File: src/rtl/ex_issue_ctrl.sv
// ============================================================================
//  Module      : ex_issue_ctrl
//  Description : Issue controller feeding the execute-stage preprocessor.
//                Queues decoded instructions and issues them one per cycle,
//                stalling on MEM_READ until mem_rdy or a timeout. Optional
//                issue counter enabled by macro EX_ISSUE_PERF_EN.
//  Revision    : 1.0 - initial release
// ============================================================================
`default_nettype none

module ex_issue_ctrl #(
    parameter int DEPTH       = 4,
    parameter int MEM_TIMEOUT = 15
) (
    input  logic        clock,
    input  logic        reset,
    input  logic        instr_valid,
    output logic        instr_ready,
    input  logic [6:0]  instr_control,
    input  logic [31:0] instr_src1,
    input  logic [31:0] instr_src2,
    input  logic [31:0] instr_imm,
    input  logic        flush,
    input  logic        mem_rdy,
    output logic        enable_ex,
    output logic [6:0]  control_out,
    output logic [31:0] src1_out,
    output logic [31:0] src2_out,
    output logic [31:0] imm_out,
    output logic        busy,
    output logic        mem_timeout,
    output logic [15:0] issue_count
);

    localparam int c_PTR_W   = $clog2(DEPTH);
    localparam int c_CNT_W   = c_PTR_W + 1;
    localparam int c_TMO_W   = $clog2(MEM_TIMEOUT + 1);
    localparam int c_ENTRY_W = 7 + 3 * 32;

    localparam logic [1:0] c_ST_IDLE     = 2'd0;
    localparam logic [1:0] c_ST_ISSUE    = 2'd1;
    localparam logic [1:0] c_ST_MEM_WAIT = 2'd2;

    localparam logic [2:0] c_OPSEL_MEM_READ = 3'b101;

    logic [c_ENTRY_W-1:0] r_mem [DEPTH];
    logic [c_PTR_W-1:0]   r_wr_ptr;
    logic [c_PTR_W-1:0]   r_rd_ptr;
    logic [c_CNT_W-1:0]   r_count;
    logic [1:0]           r_state;
    logic [c_TMO_W-1:0]   r_tmo_cnt;
    logic                 r_enable_ex;
    logic                 r_mem_timeout;
    logic [6:0]           r_control_out;
    logic [31:0]          r_src1_out;
    logic [31:0]          r_src2_out;
    logic [31:0]          r_imm_out;

    logic                 w_full;
    logic                 w_empty;
    logic                 w_push;
    logic                 w_pop;
    logic                 w_wait_expire;
    logic [1:0]           w_next_state;
    logic [c_ENTRY_W-1:0] w_head;

    assign w_full        = (r_count == c_CNT_W'(DEPTH));
    assign w_empty       = (r_count == '0);
    assign w_push        = instr_valid & ~w_full;
    assign w_head        = r_mem[r_rd_ptr];
    // Timeout fires on the edge that closes the MEM_TIMEOUT-th idle wait cycle
    assign w_wait_expire = (r_tmo_cnt == c_TMO_W'(MEM_TIMEOUT - 1)) & ~mem_rdy;

    always_comb begin
        w_pop        = 1'b0;
        w_next_state = r_state;
        case (r_state)
            c_ST_IDLE: begin
                if (!w_empty) begin
                    w_pop        = 1'b1;
                    w_next_state = c_ST_ISSUE;
                end
            end
            c_ST_ISSUE: begin
                if (r_control_out[6:4] == c_OPSEL_MEM_READ) begin
                    w_next_state = c_ST_MEM_WAIT;
                end else if (!w_empty) begin
                    w_pop = 1'b1;
                end else begin
                    w_next_state = c_ST_IDLE;
                end
            end
            c_ST_MEM_WAIT: begin
                if (mem_rdy || w_wait_expire) begin
                    if (!w_empty) begin
                        w_pop        = 1'b1;
                        w_next_state = c_ST_ISSUE;
                    end else begin
                        w_next_state = c_ST_IDLE;
                    end
                end
            end
            default: w_next_state = c_ST_IDLE;
        endcase
    end

    // Storage has no reset; occupancy and pointers define validity
    always_ff @(posedge clock) begin
        if (!reset && !flush && w_push) begin
            r_mem[r_wr_ptr] <= {instr_control, instr_src1, instr_src2, instr_imm};
        end
    end

    always_ff @(posedge clock) begin
        if (reset) begin
            r_wr_ptr      <= '0;
            r_rd_ptr      <= '0;
            r_count       <= '0;
            r_state       <= c_ST_IDLE;
            r_tmo_cnt     <= '0;
            r_enable_ex   <= 1'b0;
            r_mem_timeout <= 1'b0;
            r_control_out <= '0;
            r_src1_out    <= '0;
            r_src2_out    <= '0;
            r_imm_out     <= '0;
        end else if (flush) begin
            r_wr_ptr    <= '0;
            r_rd_ptr    <= '0;
            r_count     <= '0;
            r_state     <= c_ST_IDLE;
            r_tmo_cnt   <= '0;
            r_enable_ex <= 1'b0;
        end else begin
            if (w_push) begin
                r_wr_ptr <= r_wr_ptr + c_PTR_W'(1);
            end
            if (w_pop) begin
                r_rd_ptr      <= r_rd_ptr + c_PTR_W'(1);
                r_control_out <= w_head[c_ENTRY_W-1 -: 7];
                r_src1_out    <= w_head[95:64];
                r_src2_out    <= w_head[63:32];
                r_imm_out     <= w_head[31:0];
            end
            r_count     <= r_count + c_CNT_W'(w_push) - c_CNT_W'(w_pop);
            r_state     <= w_next_state;
            r_enable_ex <= w_pop;
            if (r_state == c_ST_MEM_WAIT && w_next_state == c_ST_MEM_WAIT) begin
                r_tmo_cnt <= r_tmo_cnt + c_TMO_W'(1);
            end else begin
                r_tmo_cnt <= '0;
            end
            if (r_state == c_ST_MEM_WAIT && w_wait_expire) begin
                r_mem_timeout <= 1'b1;
            end
        end
    end

`ifdef EX_ISSUE_PERF_EN
    logic [15:0] r_issue_count;

    // Counts alongside the enable_ex strobe it produces; flush leaves it intact
    always_ff @(posedge clock) begin
        if (reset) begin
            r_issue_count <= '0;
        end else if (!flush && w_pop) begin
            r_issue_count <= r_issue_count + 16'd1;
        end
    end

    assign issue_count = r_issue_count;
`else
    assign issue_count = 16'h0000;
`endif

    assign instr_ready = ~w_full;
    assign enable_ex   = r_enable_ex;
    assign control_out = r_control_out;
    assign src1_out    = r_src1_out;
    assign src2_out    = r_src2_out;
    assign imm_out     = r_imm_out;
    assign mem_timeout = r_mem_timeout;
    assign busy        = ~w_empty | (r_state != c_ST_IDLE);

endmodule

`default_nettype wire

File: config.mk
export PLATFORM = sky130hd
export DESIGN_NAME = ex_issue_ctrl
export DESIGN_NICKNAME = d
export VERILOG_FILES = /design/src/rtl/ex_issue_ctrl.sv
export SDC_FILE = /design/constraint.sdc
export NUM_CORES = 1
export LEC_CHECK = 0
export CORE_MARGIN = 2
export CORE_UTILIZATION = 50
export CTS_BUF_LIST = sky130_fd_sc_hd__clkbuf_4 sky130_fd_sc_hd__clkbuf_8
export DETAILED_ROUTE_END_ITERATION = 10
export GPL_ROUTABILITY_DRIVEN = 0
export PLACE_DENSITY = 0.83
export SYNTH_ARGS = -nofsm -noshare
export SYNTH_HDL_FRONTEND = slang
export SYNTH_SLANG_ARGS = --single-unit
File: constraint.sdc
create_clock -name clock -period 8.4 [get_ports clock]
set_input_delay 1.26 -clock clock [delete_from_list [all_inputs] [get_ports clock]]
set_output_delay 1.26 -clock clock [all_outputs]
set_load 0.02 [all_outputs]
**After elaboration in Yosys (flattened, before gate mapping)**

Memories as Yosys holds them, arrays and structs flattened. A register that Yosys moved wholly into a read port is not among the register bits.
Cells that the tools add are included.
W data, S select, Z words.

- Output and inout port bits: 123
- Bits of input ports: 108
- Flip-flop bits (word level): 15
- Memories: 1
- Memory bits (writable): 412
- Word-level logic and storage cells: 53

- Muxes and demuxes: 12
- Equality and inequality tests: 6
- Add/subtract/negate cells: 5
- Reductions and logical operators: 14
- Bitwise gates (word level): 8

Memory list:

| name | words | width | rd ports | clocked after Yosys merged registers in | write ports | line | RTL |
|---|---|---|---|---|---|---|---|
| r_mem | 4 | 103 | 1 | 1 | 1 | 46 | `logic [c_ENTRY_W-1:0] r_mem [DEPTH];` |

Operator list:

| operator | count |
|---|---|
| $mux W2 | 4 |
| $eq A3 B3 Y1 const B | 2 |
| $mux W1 | 6 |
| $pmux W2 S3 | 1 |
| $not A1 Y1 | 5 |
| $add A2 B1 Y2 const B | 2 |
| $add A4 B1 Y4 const B | 1 |
| $eq A2 B2 Y1 const B | 2 |
| $eq A4 B4 Y1 const B | 1 |
| $logic_and A1 B1 Y1 | 4 |
| $reduce_and A2 Y1 | 2 |
| $add A3 B1 Y3 | 1 |
| $logic_not A3 Y1 | 1 |
| $pmux W1 S3 | 1 |
| $reduce_or A3 Y1 | 1 |
| $sub A3 B1 Y3 | 1 |
| $and A1 B1 Y1 | 2 |
| $eq A2 B1 Y1 const B | 1 |
| $logic_not A1 Y1 | 2 |
| $logic_not A2 Y1 | 1 |
| $reduce_bool A2 Y1 | 1 |
| $reduce_or A2 Y1 | 1 |
| $logic_or A1 B1 Y1 | 1 |
| $or A1 B1 Y1 | 1 |

**Logic depth before layout (Yosys ltp)**

Gate-level depths: netlist (run 1).

- Depth after elaboration: 9
- Depth in mapped cells: 12
- Gate-level depth less buffers: 11

**Worst setup path before layout (run 1)**

OpenSTA, ideal clock, no wires.

- Kind: in2reg
- Start point: input port flush
- End point: memory r_mem[0][0] (netlist bit), enable pin
- Path buffers: 0
- Path slack: 3778 ps
- Data arrival time: 4147 ps
- Setup time: 474 ps
- Required time: 7926 ps
- Stages on the path: 3
- Cells stage by stage: or2_2 -> nor2_1 -> and2_1

- Cells in the longest elaborated chain, start to end: 5

RTL lines:

| item | line | RTL |
|---|---|---|
| start: declaration | 23 | `input logic flush,` |
| $logic_not A1 Y1 | 109 | `if (!reset && !flush && w_push) begin` |
| $logic_and A1 B1 Y1 (2 in series) | 109 |  |
| $mux W1 | 109 |  |
| $mux W1 (implied by the code) | 110 | `r_mem[r_wr_ptr] <= {instr_control, instr_src1, instr_src2, instr_imm};` |
| end: declaration | 46 |  |

Every way passes these cells.

**Worst setup path after layout (run 1)**

- Start point: input port flush
- End point: memory r_mem[3][87] (netlist bit), enable pin

Same word-level chain as after synthesis.

==> out/metrics.cfg, run 1 <==
[run_status]
outcome = complete, no violations

[clock_network]
clock_sinks = 530
cts_tree = yes
clk_latency_ps = 620
cts_setup_buffers = 0
clock-root-buffer = clkbuf_8
htree_levels = 3
post_cts_resized = 0
holdBufCountCts = 0
clockBufferDepth = 3
cts_buffers = 82
clk_pin_slew_ps = 60

[power]
internal_power_mw = 4.85
clkPwrFrac_pct = 33.4
vdd_drop_max_mv = 0.157
netSwitchingFraction_pct = 26.5
p_sw_mw = 1.75
total_power_mw = 6.60
p_seq_share_pct = 46.9
p_per_area_nw_per_um2 = 277
leakagePower_nw = 7.49
combPwrFrac_pct = 19.7

[global_route]
overflow = 0
antenna_found_initial = 4
grt.total_usage_pct = 20.4
grt_pass1_wl_mm = 63.1
grt_max_degree = 106
grt_pass1_vias = 11198

[finish]
multiInputGateArea_um2 = 4410
fin_cells = 1928
n_fill_cell = 2781
regArea_um2 = 14700
layout-drive-gt1-share_pct = 19.4
area_growth_pct = 21.3
most-common-layout-cells = edfxtp_1 (412), clkdlybuf4s50_1 (213), dfxtp_1 (116)
final_common_cell = edfxtp_1
final_nets = 1453

[timing]
slew_headroom_pct = 21.7
tightest_slew_ps = 1170
hold_violations = 0
clock_skew_ps = 28.1
fin_crit_ps = 3740
min_period_over_period_pct = 44.6
tns_ps = 0
fmax_ghz = 0.267
slew_violations = 0
rsz0062_at_grt = false
finalSetupViolCount = 0

[synthesis]
yosysUniqueCellTypes = 35
synthCells = 1110
synth_flop_cell = edfxtp_1
ys_seq_area_share_pct = 75.1
synthArstFlopShare_pct = 0
avgSynthCellArea_um2 = 17.7
syn-cell-area_um2 = 19600
synth_warnings = 0
synth_edf_count = 412
ys_ff_latch = 530

[setup_path]
crit_start = flush
cp-end-kind = flop
cp_num_buf_inv = 2
crit_family = buffers and inverters
r2r.worst_path.cells = 5
cp_data_required_time_ps = 8620
start_kind = input port
cpMaxStageDelayCell = buf_4
timing.critical_path.cells = clkdlybuf4s50_1, or2_2, nor2_1, and2_4, buf_4
r2r_start = r_count[1]
reg2reg_to = r_mem[3][87]
cp_max_fo = 61
slowest_delay_ps = 820
r2r_setup_slack_ps = 5400
crit_type = input port to flop
arrival_ps = 3970

[flow_run]
drv_cap = 0

[floorplan]
floorplan.io_pins = 231
core_um2 = 38700
start_util_pct = 50.7
die-area_um2 = 40900
placementRows = 72
die_w_um = 202
die_y_um = 202

[routing]
wl_per_cell_um = 21.2
vias = 10745
routed_wl_mm = 40.9
avgViaCountPerCell = 5.57
drt-initial-drc-count = 771
drc = 0
antenna_left = 0
drt_pre_antenna_iters = 7

[worst_hold_path]
worstHoldStart = imm_out[14]
hp-class = flop to flop
whs_endpoint = imm_out[14]
holdPathStages = 2

[place]
hpwl_mm = 23.4
placement.io_buffers = 214
dp.cells = 1771

registers in the layout, summed over array words and instances (netlist names):
register     count
r_rd_ptr         2
mem_timeout      1
r_tmo_cnt        4
src1_out        32
imm_out         32
r_state          2
r_mem          412
r_count          3
control_out      7
src2_out        32
enable_ex        1
r_wr_ptr         2
routing by layer:
layer,up-vias,GRT usage [%],part of all wire (%)
met2,435,33.5,50
met5,-,0,0.029
met4,2,7.35,2.1
met3,57,4.50,7.4
li1,4816,-,-
met1,5435,27.1,41
worst reg2reg max path: stages, from the launching register on:
cell     delay, ps
dfxtp_1        400
or3b_2         230
nand2_1        170
nor2_1         250
and2_4         630
buf_4          840
Yosys cell counts (all sizes together), types with 2 or more instances:
library cell | n | area [um^2]
and3 | 2 | 13.8
dfxtp | 118 | 2360
mux4 | 103 | 2320
or3 | 3 | 18.8
a21oi | 104 | 521
nand2 | 6 | 22.5
nor3 | 6 | 40.0
ha | 7 | 87.6
o21ai | 104 | 524
buf | 53 | 388
edfxtp | 412 | 12400
mux2i | 2 | 20.0
nand3 | 106 | 531
xnor2 | 5 | 43.8
inv | 4 | 15.0
clkbuf | 45 | 173
and2 | 7 | 43.8
nor2 | 13 | 48.8
layout make-up:
type                    instances  area share [%]
flip-flops and latches        530            61.9
multi-input cells             493            18.5
well taps                     518            2.72
inverters                       4          0.0631
repair buffers                226            9.37
clock buffers                 133            6.85
clock inverters                20           0.484
diodes                          4          0.0421
worst max-delay path by stage:
stage | endpoint | slack [ps] | cells past startpoint
6_report | r_mem[3][87] | 4660 | 5
5_1_grt | r_mem[3][93] | 4450 | 5
3_3_place_gp | r_mem[0][84] | 4020 | 5
2_1_floorplan | r_mem[0][0] | 3780 | 3
4_1_cts | r_mem[0][59] | 4620 | 5
3_5_place_dp | r_mem[0][89] | 3960 | 5
logic make-up (layout without fill, tap and decap cells):
family | Yosys count | in the layout | synth area share (%)
DFF | 530 | 530 | 75.1
xor gates and xnor gates | 6 | 6 | 0.268
adders and majority gates | 8 | 8 | 0.548
AOI/OAI and AO/OA | 210 | 210 | 5.39
muxes | 105 | 105 | 11.9
buffers and inverters | 102 | 383 | 2.93
and+or+nand+nor | 148 | 148 | 3.84
other | 1 | 20 | 0.0191
power groups by stage:
stage | logic (mW) | clock network, mW | registers (mW)
floorplan | 0.718 | 0 | 3.27
global placement | 1.29 | 0 | 3.14
detailed placement | 1.31 | 0 | 3.15
CTS | 1.32 | 2.25 | 3.10
global route | 1.40 | 2.36 | 3.12
finish | 1.30 | 2.20 | 3.10
through the flow:
stage	worst slack (ps)	hold slack (ps)	utilization, %	cell area [um^2]
final	4660	475	61.4	23800
after global routing	4450	501	61.4	23800
after CTS	4620	476	61.4	23800
after detailed placement	3960	451	56.9	22000
after global placement	4020	444	56.9	22000
after floorplan	3780	430	-	19700
Note: power is estimated with default switching activity, not from simulation.
==> inputs of run 2 (changes only) <==
Clock period 8.4 ns to 3.7 ns, I/O delays scaled along.
==> run 2 against run 1 <==
  * Via count up 1.0%
  * Clock skew shrank 2.3 ps
  * Combinational power grew 130%
  * Sequential share of layout area is 0.55 points lower
  * Cell area is 0.89% higher
  * Worst hold slack about the same
  * Critical path depth fell by 2
  * Routed wire length increased by 2.9%
  * Flip-flop and latch count unchanged
  * Power increased by 130%
  * Global-route usage up 0.50 points
  * Clock power increased by 130%
  * Critical endpoint is now busy
  * Largest cell class unchanged
  * Highest routed layer is now met4
==> out/metrics.cfg, run 2 (synthesis gave the netlist of run 1 again) <==
[run_status]
outcome = complete, no violations  ; unchanged

[setup_path]
timing.critical_path.cells = nor3_2, nand2_1, clkdlybuf4s50_1  ; was clkdlybuf4s50_1, or2_2, nor2_1, and2_4, buf_4
cpMaxStageDelayCell = clkdlybuf4s50_1  ; was buf_4
cp_data_required_time_ps = 3140  ; was 8620 ps
cp_max_fo = 5  ; was 61
crit_start = r_count[1]  ; was flush
cp-end-kind = output pin  ; was flop
r2r_start = r_tmo_cnt[0]  ; was r_count[1]
arrival_ps = 2180  ; was 3970 ps
crit_type = flop to output pin  ; was input port to flop
start_kind = flop  ; was input port
slowest_delay_ps = 590  ; was 820 ps

[finish]
multiInputGateArea_um2 = 4410  ; unchanged
n_fill_cell = 2740  ; was 2781
postLayoutCellArea_um2 = 24000  ; was 23800 um^2
most-common-layout-cells = edfxtp_1 (412), clkdlybuf4s50_1 (213), dfxtp_1 (116)  ; unchanged
area_growth_pct = 22.3  ; was 21.3%
largest_register_ffs = 412  ; unchanged
fin_cells = 1930  ; was 1928
final_common_cell = edfxtp_1  ; unchanged
largest-register = r_mem  ; unchanged
layout-drive-gt1-share_pct = 19.6  ; was 19.4%
regArea_um2 = 14700  ; unchanged
final_nets = 1461  ; was 1453

[timing]
hold_violations = 0  ; unchanged
fin_crit_ps = 2740
slew_headroom_pct = 17.6  ; was 21.7%
min_period_over_period_pct = 74.0
finalSetupViolCount = 0  ; unchanged
clock_skew_ps = 25.8  ; was 28.1 ps
tns_ps = 0  ; unchanged
slew_violations = 0  ; unchanged
tightest_slew_ps = 1240  ; was 1170 ps
rsz0062_at_grt = false  ; unchanged
layout_setup_ws_ps = 962  ; was 4660 ps
fmax_ghz = 0.365

[routing]
avgViaCountPerCell = 5.62  ; was 5.57
wl_per_cell_um = 21.8  ; was 21.2 um
vias = 10852  ; was 10745
drt-initial-drc-count = 644  ; was 771
routed_wl_mm = 42.1  ; was 40.9 mm
drc = 0  ; unchanged
antenna_left = 0  ; unchanged
drt_pre_antenna_iters = 5  ; was 7

[power]
p_per_area_nw_per_um2 = 631  ; was 277 nW/um^2
leakagePower_nw = 7.56  ; was 7.49 nW
vdd_drop_max_mv = 0.370  ; was 0.157 mV
total_power_mw = 15.2  ; was 6.60 mW

[global_route]
overflow = 0  ; unchanged
antenna_found_initial = 1  ; was 4
grt_pass1_wl_mm = 64.7  ; was 63.1 mm
grt.total_usage_pct = 20.9  ; was 20.4%
grt_max_degree = 106  ; unchanged
grt_pass1_vias = 11377  ; was 11198

[clock_network]
cts_tree = yes  ; unchanged
clock-root-buffer = clkbuf_8  ; unchanged
clk_latency_ps = 630  ; was 620 ps
clk_pin_slew_ps = 60  ; about the same
holdBufCountCts = 0  ; unchanged
post_cts_resized = 0  ; unchanged
htree_levels = 3  ; unchanged
clock_sinks = 530  ; unchanged
cts_setup_buffers = 0  ; unchanged
clockBufferDepth = 3  ; unchanged
cts_buffers = 83  ; was 82

[floorplan]
die_y_um = 202  ; unchanged
core_um2 = 38700  ; unchanged
floorplan.io_pins = 231  ; unchanged
die_w_um = 202  ; unchanged
start_util_pct = 50.7  ; unchanged
die-area_um2 = 40900  ; unchanged
placementRows = 72  ; unchanged

[place]
place_ws_ps = 619  ; was 3960 ps
dp.cells = 1778  ; was 1771
hpwl_mm = 23.3  ; was 23.4 mm
placement.io_buffers = 214  ; unchanged
dpl_cell_area_um2 = 22300  ; was 22000 um^2

[worst_hold_path]
hp-class = flop to flop  ; unchanged
worstHoldStart = imm_out[30]  ; was imm_out[14]

[flow_run]
drv_cap = 0  ; unchanged

[run 2: cell count changes in the layout (fill, tap and decap cells not counted), sizes merged]
cell,change
diode,-3
bufinv,+2
clkinv,+2
inv,+1
clkbuf,-7
buf,+7
[run 2: area by class of cell]
class,count,share of cell area (%)
clock buffer,126,6.49
clock inverter,25,0.797
tap,518,2.70
antenna,1,0.0104
multi-input combinational,493,18.4
timing repair buffer,233,10.2
inverter,4,0.0625
sequential,530,61.4
[run 2: routing by layer]
layer	vias up	wire (um)	track usage (%)
li1	4832	-	-
met1	5515	16800	26.7
met2	446	21100	35.1
met3	59	3460	5.68
met4	0	744	6.70
met5	-	0	0
[run 2: path summary, 6_finish.rpt]
| kind | slack [ps] | end | cells past startpoint |
|---|---|---|---|
| min reg2reg | 480 | imm_out[30] | 2 |
| max | 960 | busy | 3 |
| min | 480 | imm_out[30] | 2 |
| max reg2reg | 1130 | src2_out[9] | 7 |
[run 2: metrics by stage]
| stage | utilization, % | hold slack, ps |
|---|---|---|
| after floorplan | - | 430 |
| after global placement | 57.5 | 442 |
| after detailed placement | 57.5 | 466 |
| after CTS | 62.0 | 446 |
| after global routing | 62.0 | 497 |
| final | 62.0 | 476 |
[run 2: report_power, final]
| group | switching, mW | leakage [nW] | internal [mW] |
|---|---|---|---|
| clock | 2.17 | 0.931 | 2.90 |
| combinational | 1.64 | 1.95 | 1.41 |
| sequential | 0.237 | 4.68 | 6.81 |
| total | 4.05 | 7.56 | 11.1 |
[run 2: worst max-delay path, delay by kind of cell (launching register included)]
| kind | cells | cell delay, ps |
|---|---|---|
| AND/OR/NAND/NOR | 2 | 640 |
| flip-flops | 1 | 350 |
| buffers and inverters | 1 | 590 |
